--- src/rtl/bus_dev_port.sv ---
// Device-side bus endpoint: host TX FIFO toward the bus, bus RX FIFO toward the host.
// Optional destination filtering on deliveries when BUS_DEV_FILTER_EN is defined.

module bus_dev_fifo #(
    parameter int unsigned W     = 16,
    parameter int unsigned DEPTH = 8
) (
    input  logic         clk,
    input  logic         reset,
    input  logic         wr,
    input  logic [W-1:0] wdata,
    input  logic         rd,
    output logic [W-1:0] rdata,
    output logic         full,
    output logic         nempty
);
    localparam int unsigned AW = $clog2(DEPTH);

    logic [W-1:0]  mem_q [DEPTH];
    logic [W-1:0]  mem_d [DEPTH];
    logic [AW-1:0] wptr_q, wptr_d;
    logic [AW-1:0] rptr_q, rptr_d;
    logic [AW:0]   cnt_q, cnt_d;
    logic          enq, deq;

    assign full   = (cnt_q == (AW+1)'(DEPTH));
    assign nempty = (cnt_q != '0);
    assign rdata  = mem_q[rptr_q];
    assign enq    = wr && !full;
    assign deq    = rd && nempty;

    always_comb begin
        mem_d  = mem_q;
        wptr_d = wptr_q;
        rptr_d = rptr_q;
        cnt_d  = cnt_q;
        if (enq) begin
            mem_d[wptr_q] = wdata;
            wptr_d        = wptr_q + AW'(1);
        end
        if (deq) begin
            rptr_d = rptr_q + AW'(1);
        end
        case ({enq, deq})
            2'b10:   cnt_d = cnt_q + (AW+1)'(1);
            2'b01:   cnt_d = cnt_q - (AW+1)'(1);
            default: cnt_d = cnt_q;
        endcase
    end

    // Storage is cleared on reset so the show-ahead head reads 0 afterwards.
    always_ff @(posedge clk) begin
        if (reset) begin
            for (int unsigned i = 0; i < DEPTH; i++) begin
                mem_q[i] <= '0;
            end
            wptr_q <= '0;
            rptr_q <= '0;
            cnt_q  <= '0;
        end else begin
            mem_q  <= mem_d;
            wptr_q <= wptr_d;
            rptr_q <= rptr_d;
            cnt_q  <= cnt_d;
        end
    end
endmodule

module bus_dev_port #(
    parameter int unsigned pckg_sz   = 16,
    parameter int unsigned depth     = 8,
    parameter logic [7:0]  id        = 8'd0,
    parameter logic [7:0]  broadcast = 8'hFF
) (
    input  logic               clk,
    input  logic               reset,
    output logic               pndng,
    output logic [pckg_sz-1:0] D_pop,
    input  logic               pop,
    input  logic               push,
    input  logic [pckg_sz-1:0] D_push,
    input  logic               tx_wr,
    input  logic [pckg_sz-1:0] tx_data,
    output logic               tx_full,
    output logic               rx_vld,
    output logic [pckg_sz-1:0] rx_data,
    input  logic               rx_rd,
    output logic [7:0]         drop_cnt,
    output logic [1:0]         err
);
`ifdef BUS_DEV_FILTER_EN
    localparam bit FILTER_EN = 1'b1;
`else
    localparam bit FILTER_EN = 1'b0;
`endif

    logic       rx_full;
    logic       dest_hit, accept, rx_wr, drop;
    logic [7:0] drop_cnt_q, drop_cnt_d;
    logic [1:0] err_q, err_d;

    assign dest_hit = (D_push[pckg_sz-1 -: 8] == id) || (D_push[pckg_sz-1 -: 8] == broadcast);
    assign accept   = FILTER_EN ? dest_hit : 1'b1;
    assign rx_wr    = push && accept;
    assign drop     = push && (!accept || rx_full);

    bus_dev_fifo #(.W(pckg_sz), .DEPTH(depth)) u_tx (
        .clk    (clk),
        .reset  (reset),
        .wr     (tx_wr),
        .wdata  (tx_data),
        .rd     (pop),
        .rdata  (D_pop),
        .full   (tx_full),
        .nempty (pndng)
    );

    bus_dev_fifo #(.W(pckg_sz), .DEPTH(depth)) u_rx (
        .clk    (clk),
        .reset  (reset),
        .wr     (rx_wr),
        .wdata  (D_push),
        .rd     (rx_rd),
        .rdata  (rx_data),
        .full   (rx_full),
        .nempty (rx_vld)
    );

    always_comb begin
        drop_cnt_d = drop_cnt_q;
        err_d      = err_q;
        if (drop && (drop_cnt_q != 8'hFF)) begin
            drop_cnt_d = drop_cnt_q + 8'd1;
        end
        if (pop && !pndng) begin
            err_d[0] = 1'b1;
        end
        if (tx_wr && tx_full) begin
            err_d[1] = 1'b1;
        end
    end

    always_ff @(posedge clk) begin
        if (reset) begin
            drop_cnt_q <= '0;
            err_q      <= '0;
        end else begin
            drop_cnt_q <= drop_cnt_d;
            err_q      <= err_d;
        end
    end

    assign drop_cnt = drop_cnt_q;
    assign err      = err_q;
endmodule
--- config.mk ---
export PLATFORM = sky130hd
export DESIGN_NAME = bus_dev_port
export DESIGN_NICKNAME = d
export VERILOG_FILES = /design/src/rtl/bus_dev_port.sv
export SDC_FILE = /design/constraint.sdc
export NUM_CORES = 1
export LEC_CHECK = 0
export CORE_UTILIZATION = 55
export CTS_CLUSTER_SIZE = 40
export DETAILED_ROUTE_END_ITERATION = 8
export GPL_TIMING_DRIVEN = 0
export HOLD_SLACK_MARGIN = 0.12
export PLACE_DENSITY_LB_ADDON = 0.15
export RECOVER_POWER = 100
export SYNTH_ARGS = -nofsm -noshare
export SYNTH_HDL_FRONTEND = slang
export SYNTH_SLANG_ARGS = --single-unit
--- constraint.sdc ---
create_clock -name clk -period 4.2 [get_ports clk]
set_clock_uncertainty 0.15 [all_clocks]
set_input_delay 0.42 -clock clk [delete_from_list [all_inputs] [get_ports clk]]
set_output_delay 0.42 -clock clk [all_outputs]
set_load 0.1 [all_outputs]
**After elaboration in Yosys (flattened, before gate mapping)**

Index checks and enable logic that the tools add are counted.

- Mux-type cells: 14
- Add/subtract/negate cells: 9
- Magnitude comparators: 6
- Reductions and logical operators: 17
- Bitwise logic cells: 4
- Equality and inequality tests: 7

Operator list:

| operator | number |
|---|---|
| bitwise mux 128 bit | 2 |
| binary-select mux 16 bit (select 3 bit) | 2 |
| demux 16 bit (select 3 bit) | 2 |
| 2-to-1 mux 16 bit | 6 |
| >= comparator 4 bit, second input constant | 4 |
| inverter 3 -> 4 bit | 4 |
| case mux 4 bit (2 select lines) | 2 |
| adder 3 x 1 -> 3 bit, second input constant | 4 |
| logical AND 1 bit | 10 |
| adder 4 x 1 -> 4 bit, second input constant | 2 |
| adder 8 x 1 -> 8 bit, second input constant | 1 |
| == test 4 bit, second input constant | 2 |
| less-than comparator 4 x 1 -> 1 bit, second input constant | 2 |
| inequality test 8 bit, second input constant | 1 |
| nonzero test 4 bit | 2 |
| subtractor 4 x 1 -> 4 bit, second input constant | 2 |
| == test 2 x 1 -> 1 bit, second input constant | 2 |
| == test 2 bit, second input constant | 2 |
| nonzero test 2 bit | 2 |
| logical NOT 1 bit | 3 |

- Word-level logic and storage cells: 82
- Output and inout port bits: 45
- Register bits: 286

**Logic depth before layout (Yosys ltp)**

Gate-level depths: netlist (run 1).

- Word-level depth: 6
- Depth in mapped cells: 12

**By module**

From an unflattened synthesis (run 1), not the netlist that was laid out.

- Cell total of the unflattened synthesis: 1356
- Area, all modules: 13130.1 um^2

Modules (own cells, without submodules):

| module | cells each | sequential area each (um^2) | area an instance (um^2) | times used |
|---|---|---|---|---|
| bus_dev_fifo | 651 | 2762.6 | 6318.6 | 2 |
| bus_dev_port | 54 | 200.2 | 493.0 | 1 |

**Least setup slack after synthesis (run 1)**

No wires, ideal clock.

- Kind: register -> register
- Start point: reg u_tx.cnt_q[1]
- End point: reg u_tx.cnt_q[3]
- Path buffers: 3
- Period minus slack after synthesis: 3.303 ns
- Stages on the path, launching flop included: 12
- Setup time: 0.121 ns
- Required time: 3.929 ns
- Data arrival time: 3.033 ns
- Slack: 0.897 ns
- Path through: dfxtp_1 -> buf_6 -> or4_1 -> clkbuf_1 -> nand2_1 -> inv_1 -> ha_1 -> clkbuf_1 -> nor4b_1 -> o21ai_0 -> o31ai_1 -> mux2_2

RTL lines:

| what | RTL line | RTL |
|---|---|---|
| start: declaration | 23 | `logic [AW:0] cnt_q, cnt_d;` |
| start signal: assignment | 64 | `cnt_q <= cnt_d;` |
| nonzero test 4 bit (*) | 27 | `assign nempty = (cnt_q != '0);` |
| via pndng | 77 | `output logic pndng,` |
| logical AND 1 bit (*) | 30 | `assign deq = rd && nempty;` |
| via u_tx.deq | 24 | `logic enq, deq;` |
| == test 2 x 1 -> 1 bit / == test 2 bit (equally long branches) | 44 | `case ({enq, deq})` |
| case mux 4 bit (2 select lines) / nonzero test 2 bit (equally long branches) | -- |  |

Mark *: on every way through the listed nets, which the timed path passes. The rest lies on a longest branch.
A chain may end at the register's enable or synchronous reset.

**Final worst setup path (run 1)**

- Start point: reg u_tx.rptr_q[0]
- End point: out D_pop[10]

- Longest elaborated chain between the ends: 4

RTL lines:

| what | RTL line | RTL |
|---|---|---|
| start: declaration | 22 | `logic [AW-1:0] rptr_q, rptr_d;` |
| start signal: assignment | 63 | `rptr_q <= rptr_d;` |
| inverter 3 -> 4 bit (implied by the code) | 28 | `assign rdata = mem_q[rptr_q];` |
| binary-select mux 16 bit (select 3 bit) | 28 |  |
| 2-to-1 mux 16 bit (implied by the code) (2 in series) | 28 |  |
| end: declaration | 78 | `output logic [pckg_sz-1:0] D_pop,` |

No other way between the ends. The select of a mux whose other input is x is not followed.

==> out/results.ini, run 1 <==
[global_routing]
grt_pass1_vias=10383
busiest_layer=met2
gr-usage-all-layers=0.2946
overflow=0
grt_max_degree=15
gr-usage-met1=0.4005
grt_pass1_wl_mm=55.59
antenna_found_initial=1
grt_use_met2=0.4839
grt_util_met3=0.04119

[synthesis]
ys_seq_area_frac=0.4464
synth_seq_cells=286
synthSimpleGateAreaFrac=0.2109
synth_fp_nets=1524
synth-xor-area-share=0.01161
yosys.area.top_type_share=0.4464
synth-warning-count=0
synthTopCellsByArea=dfxtp_1, nand2_1, mux4_2
synth_top_area_cell=dfxtp_1
syn_avg_cell_area_um2=8.696
synth_ff_type=dfxtp_1
synth_compound_area_frac=0.1181
synthTopCellsByCount=nand2_1, dfxtp_1, a21oi_1
synth_mux_area_frac=0.1454
yosysMostFrequentCell=nand2_1
synth_top_family_by_area=simple AND/OR/NAND/NOR gates
syn_area_mm2=0.01283
synth_edf_count=0
yosysUniqueCellTypes=51
synth_cells=1475
async_flop_share=0
synthAdderAreaFrac=0.01073

[cells_and_area]
layout.nets=1618
layout-drive-gt1-share=0.1289
syn_to_final_growth_pct=13.70
fillCellCount=1993

[placement]
hpwl_mm=24.02
port_buffers=48
dp_slack_ns=0.5918
gp_congestion=0.8167

[clocking]
cts_num_sinks=286
path_clk_slew_ns=0.07
numCtsBuffers=30
ctsRootBufferMaster=clkbuf_16
postCtsSetupRepairBufs=0
clockBufferDepth=3
ctsHtreeMaxLevel=1
cts_tree=yes
worstSkewPairLatency_ns=0.55

[setup_path]
cp_cell_sequence=clkbuf_1 -> buf_2 -> mux4_2 -> mux2_2 -> clkdlybuf4s50_1
required_ns=3.63
critPathKind=register to output pin
cp_max_fo=10
reg2regPathDepth=9
cp_slowest_cell=clkdlybuf4s50_1
slowest_delay_ns=0.96
cp-end-kind=output pin
arrival_ns=3.50
startpoint_type=register

[floorplanning]
die-area_mm2=0.02394
num_io_pins=83
start_util=0.5631
die_h_um=154.7
dieWidth_um=154.7
core_mm2=0.02278
rows=55

[status]
outcome=finished with violations
violations=max-capacitance violations, max-slew violations

[power]
ir_drop_uv=345.2
p_int_mw=5.250
leakage_nw=4.959
p_seq_frac=0.373
p_per_area_mw_per_mm2=541.5
netSwitchingFraction=0.3351
switchingPower_mw=2.646
clkPwrFrac=0.368
pwr-share-comb=0.259
total_power_mw=7.896

[timing]
period_share=0.9699
setup_tns_ns=0
max_freq_mhz=245.5
finalMaxSlewViolations=16
setup_ws_ns=0.1264
hold_viol=0
worst_slew_pin_slew_ns=1.733
finalCriticalPeriod_ns=4.074
final-setup-viol-count=0
maxSlewHeadroom=-0.1718
rsz0062_at_grt=false

[detailed_routing]
vias=10711
drc=0
drtAntennaViolNets=0
wl_per_cell_um=18.43
vias_per_cell=5.626
dr.pass1.iters=5
drtIter0Drc=733
routed_wl_mm=35.08

[run]
maxCapViolations=2

[hold_path]
min_path_type=primary input to register
whs_path_depth=3

-- layout make-up --
class,count,area (um2),area share
inverters,6,23.77,0.001630
well taps,313,391.6,0.02686
plain buffers,147,651.9,0.04470
multi-input cells,1036,6211,0.4259
diodes,1,2.502,0.0001716
clock inverters,14,224.0,0.01536
repair buffers,62,496.7,0.03406
flip-flops and latches,286,5725,0.3926
clock buffers,39,855.8,0.05869
-- registers in the layout, indices dropped and copies added (netlist names) --
signal       cells
u_rx.wptr_q      3
u_tx.rptr_q      3
u_rx.cnt_q       4
drop_cnt         8
err              2
u_tx.cnt_q       4
u_rx.mem_q     128
u_tx.wptr_q      3
u_tx.mem_q     128
u_rx.rptr_q      3
-- cells by family (layout without fill, tap and decap cells) --
family,after synthesis,after routing
flops,286,286
mux,102,102
other cells,0,1
compound gates,283,283
fa+ha+maj,11,11
simple gates,623,623
xor+xnor,17,17
buf+inv,153,268
-- cells in the final DEF, fill, tap and decap left out, drive strengths merged, types with 8 or more instances in the layout --
cell           count
a21oi            267
buf               46
clkbuf           161
clkdlybuf4s50     10
clkinv             8
dfxtp            286
dlygate4sd3       28
ha                11
mux2              34
mux4              64
nand2            525
nand3             17
nor2              25
xor2              16
-- per-stage QoR --
stage,utilization,instances,hold WS (ns),area [um2]
finish,0.6402,1904,0.1368,14580
detailed placement,0.6014,1836,0.2933,13700
global route,0.6402,1904,0.1513,14580
CTS,0.6549,1903,0.1212,14920
global placement,0.6014,1836,0.2885,13700
floorplan,-,1475,0.2831,12830
-- power groups by stage --
stage	combinational [mW]	sequential (mW)	clock (mW)
after floorplan	1.64	3.02	0
after global placement	2.10	3.00	0
after detailed placement	2.13	3.01	0
after CTS	2.15	2.95	2.92
after global routing	2.19	2.96	3.02
final	2.04	2.95	2.91
-- path summary, 6_finish.rpt --
kind                  start              end  slack (ns)
max reg2reg   u_tx.cnt_q[1]  u_tx.mem_q[104]        0.39
max          u_tx.rptr_q[0]        D_pop[10]        0.13
min              tx_data[5]   u_tx.mem_q[69]        0.14
min reg2reg  u_rx.mem_q[10]   u_rx.mem_q[10]        0.30
-- per-layer routing --
layer  up-vias  wire, um
li1       5144         -
met1      5158     15470
met2       349     16580
met3        60      2085
met4         0       948
met5         -         0
-- worst max-delay path, delay by kind of cell, from the launching register on --
family                 cells  cell delay, ns
multiplexers               2            0.87
buffers and inverters      3            1.74
flip-flops                 1            0.33
-- what timing repair did --
| action | CTS | global route |
|---|---|---|
| resized for setup | 0 | 24 |
| hold buffers | 14 | 0 |
| hold endpoints to repair | 84 | 0 |
| endpoints found under the setup margin | 0 | 24 |
No activity file was read; power rests on OpenSTA's default activity.
==> run 2, diff against run 1 <==
--- a/config.mk
+++ b/config.mk
@@ -5,7 +5,10 @@
 export SDC_FILE = /design/constraint.sdc
 export NUM_CORES = 1
 export LEC_CHECK = 0
-export CORE_UTILIZATION = 55
+export CAP_MARGIN = 30
+export CELL_PAD_IN_SITES_DETAIL_PLACEMENT = 1
+export CELL_PAD_IN_SITES_GLOBAL_PLACEMENT = 2
+export CORE_UTILIZATION = 40
 export CTS_CLUSTER_SIZE = 40
 export DETAILED_ROUTE_END_ITERATION = 8
 export GPL_TIMING_DRIVEN = 0
==> out/results.ini, run 2 (synthesis results as in run 1) <==
[status]
outcome=finished with violations
violations=max-capacitance violations, max-slew violations

[cells_and_area]
fin_util=0.4616
layout.nets=1609
finalInstanceArea_mm2=0.01457
final_common_cell=nand2_1
instances_no_fill=1987
layout-drive-gt1-share=0.1294
final_cell_mix=nand2_1, dfxtp_1, a21oi_1, clkbuf_1, mux4_2
syn_to_final_growth_pct=13.56

[floorplanning]
num_io_pins=83
start_util=0.4065
rows=65
core_mm2=0.03156
dieWidth_um=181.1
die-area_mm2=0.03278
die_h_um=181.1

[setup_path]
critPathKind=register to output pin
rrSetupSlack_ns=0.32
startpoint_type=register
cp-end-kind=output pin
cp_cell_sequence=clkbuf_1 -> buf_2 -> mux4_2 -> mux2_2 -> clkdlybuf4s50_1
timing.rr.end=u_tx.mem_q[105]
cp_slowest_cell=clkdlybuf4s50_1
required_ns=3.63
slowest_delay_ns=0.97
arrival_ns=3.45
cp_max_fo=10
reg2regPathDepth=9
regToRegStartpoint=u_tx.cnt_q[1]

[timing]
setup_tns_ns=0
hold_viol=0
period_share=0.9571
worst_slew_pin_slew_ns=1.573
maxSlewHeadroom=-0.05852
final-setup-viol-count=0
finalCriticalPeriod_ns=4.020
rsz0062_at_grt=false
hold_ws_ns=0.1562
setup_ws_ns=0.1802
finalMaxSlewViolations=8
max_freq_mhz=248.8

[detailed_routing]
wl_per_cell_um=20.44
dr.pass1.iters=4
vias_per_cell=5.405
routed_wl_mm=40.61
vias=10739
drtIter0Drc=472
drtAntennaViolNets=0
drc=0

[hold_path]
hp-start=D_push[0]
whs_path_depth=3
min_path_type=primary input to register
min_to=u_rx.mem_q[48]

[power]
ir_drop_uv=274.3
clkPwrFrac=0.371
p_int_mw=5.212
leakage_nw=4.906
switchingPower_mw=2.746
total_power_mw=7.958
p_seq_frac=0.371
netSwitchingFraction=0.3451
p_per_area_mw_per_mm2=546.4
pwr-share-comb=0.259

[clocking]
clockBufferDepth=3
ctsRootBufferMaster=clkbuf_16
numCtsBuffers=35
ctsHtreeMaxLevel=2
cts_hold_buf=0
path_clk_slew_ns=0.06
cts_tree=yes
worstSkewPairLatency_ns=0.50
cts_num_sinks=286
postCtsSetupRepairBufs=0

[placement]
port_buffers=48
hpwl_mm=28.38
dp_slack_ns=0.5272
gp_congestion=0.7926
placed_area_mm2=0.01381
numPlacedInstances=1925

[global_routing]
grt_pass1_wl_mm=63.83
grt_pass1_vias=11123
gr-usage-all-layers=0.2498
grt_max_degree=13
overflow=0
antenna_found_initial=1

[run]
maxCapViolations=1

## run 2: timing repair
item                                    4_1_cts  5_1_grt
resized for setup                             1       27
endpoints found under the setup margin        1       27
pin swaps                                     0        0
## run 2: worst max-delay path by stage
stage	slack, ns	from	depth (start not counted)	to
final	0.18	u_rx.rptr_q[0]	5	rx_data[2]
after global routing	0.002	u_rx.rptr_q[0]	5	rx_data[2]
after CTS	0.004	u_rx.rptr_q[0]	5	rx_data[12]
after detailed placement	0.53	u_rx.rptr_q[0]	5	rx_data[12]
after global placement	0.53	u_tx.rptr_q[0]	5	D_pop[12]
after floorplan	0.90	u_tx.cnt_q[1]	11	u_tx.cnt_q[3]
## run 2: routing by layer
layer / wire [um] / part of all wire / up-vias / GRT usage
li1: - / - / 5145 / -
met1: 18300 / 0.45 / 5358 / 0.3231
met2: 19930 / 0.49 / 179 / 0.4354
met3: 1465 / 0.036 / 57 / 0.03507
met4: 918 / 0.023 / 0 / 0.06678
met5: 0 / 0 / - / 0
## run 2: power by group through the flow
stage,sequential (mW),combinational [mW],clock [mW]
2_1_floorplan,3.02,1.64,0
3_3_place_gp,3.01,2.16,0
3_5_place_dp,3.01,2.18,0
4_1_cts,2.95,2.19,2.99
5_1_grt,2.97,2.21,3.12
6_report,2.95,2.06,2.95
## run 2: area by class of cell
class / instances / area (um2)
antenna: 1 / 2.502
buffer: 147 / 650.6
clock buffer: 57 / 1091
clock inverter: 4 / 23.77
fill: 3786 / 16990
inverter: 6 / 23.77
multi-input combinational: 1036 / 6213
sequential: 286 / 5725
tap: 402 / 503.0
timing repair buffer: 48 / 331.6
## run 2: critical path, delay by kind of cell, from the launching register on
| kind | cells | cell delay, ns |
|---|---|---|
| multiplexers | 2 | 0.86 |
| flip-flops | 1 | 0.35 |
| buffers and inverters | 3 | 1.73 |
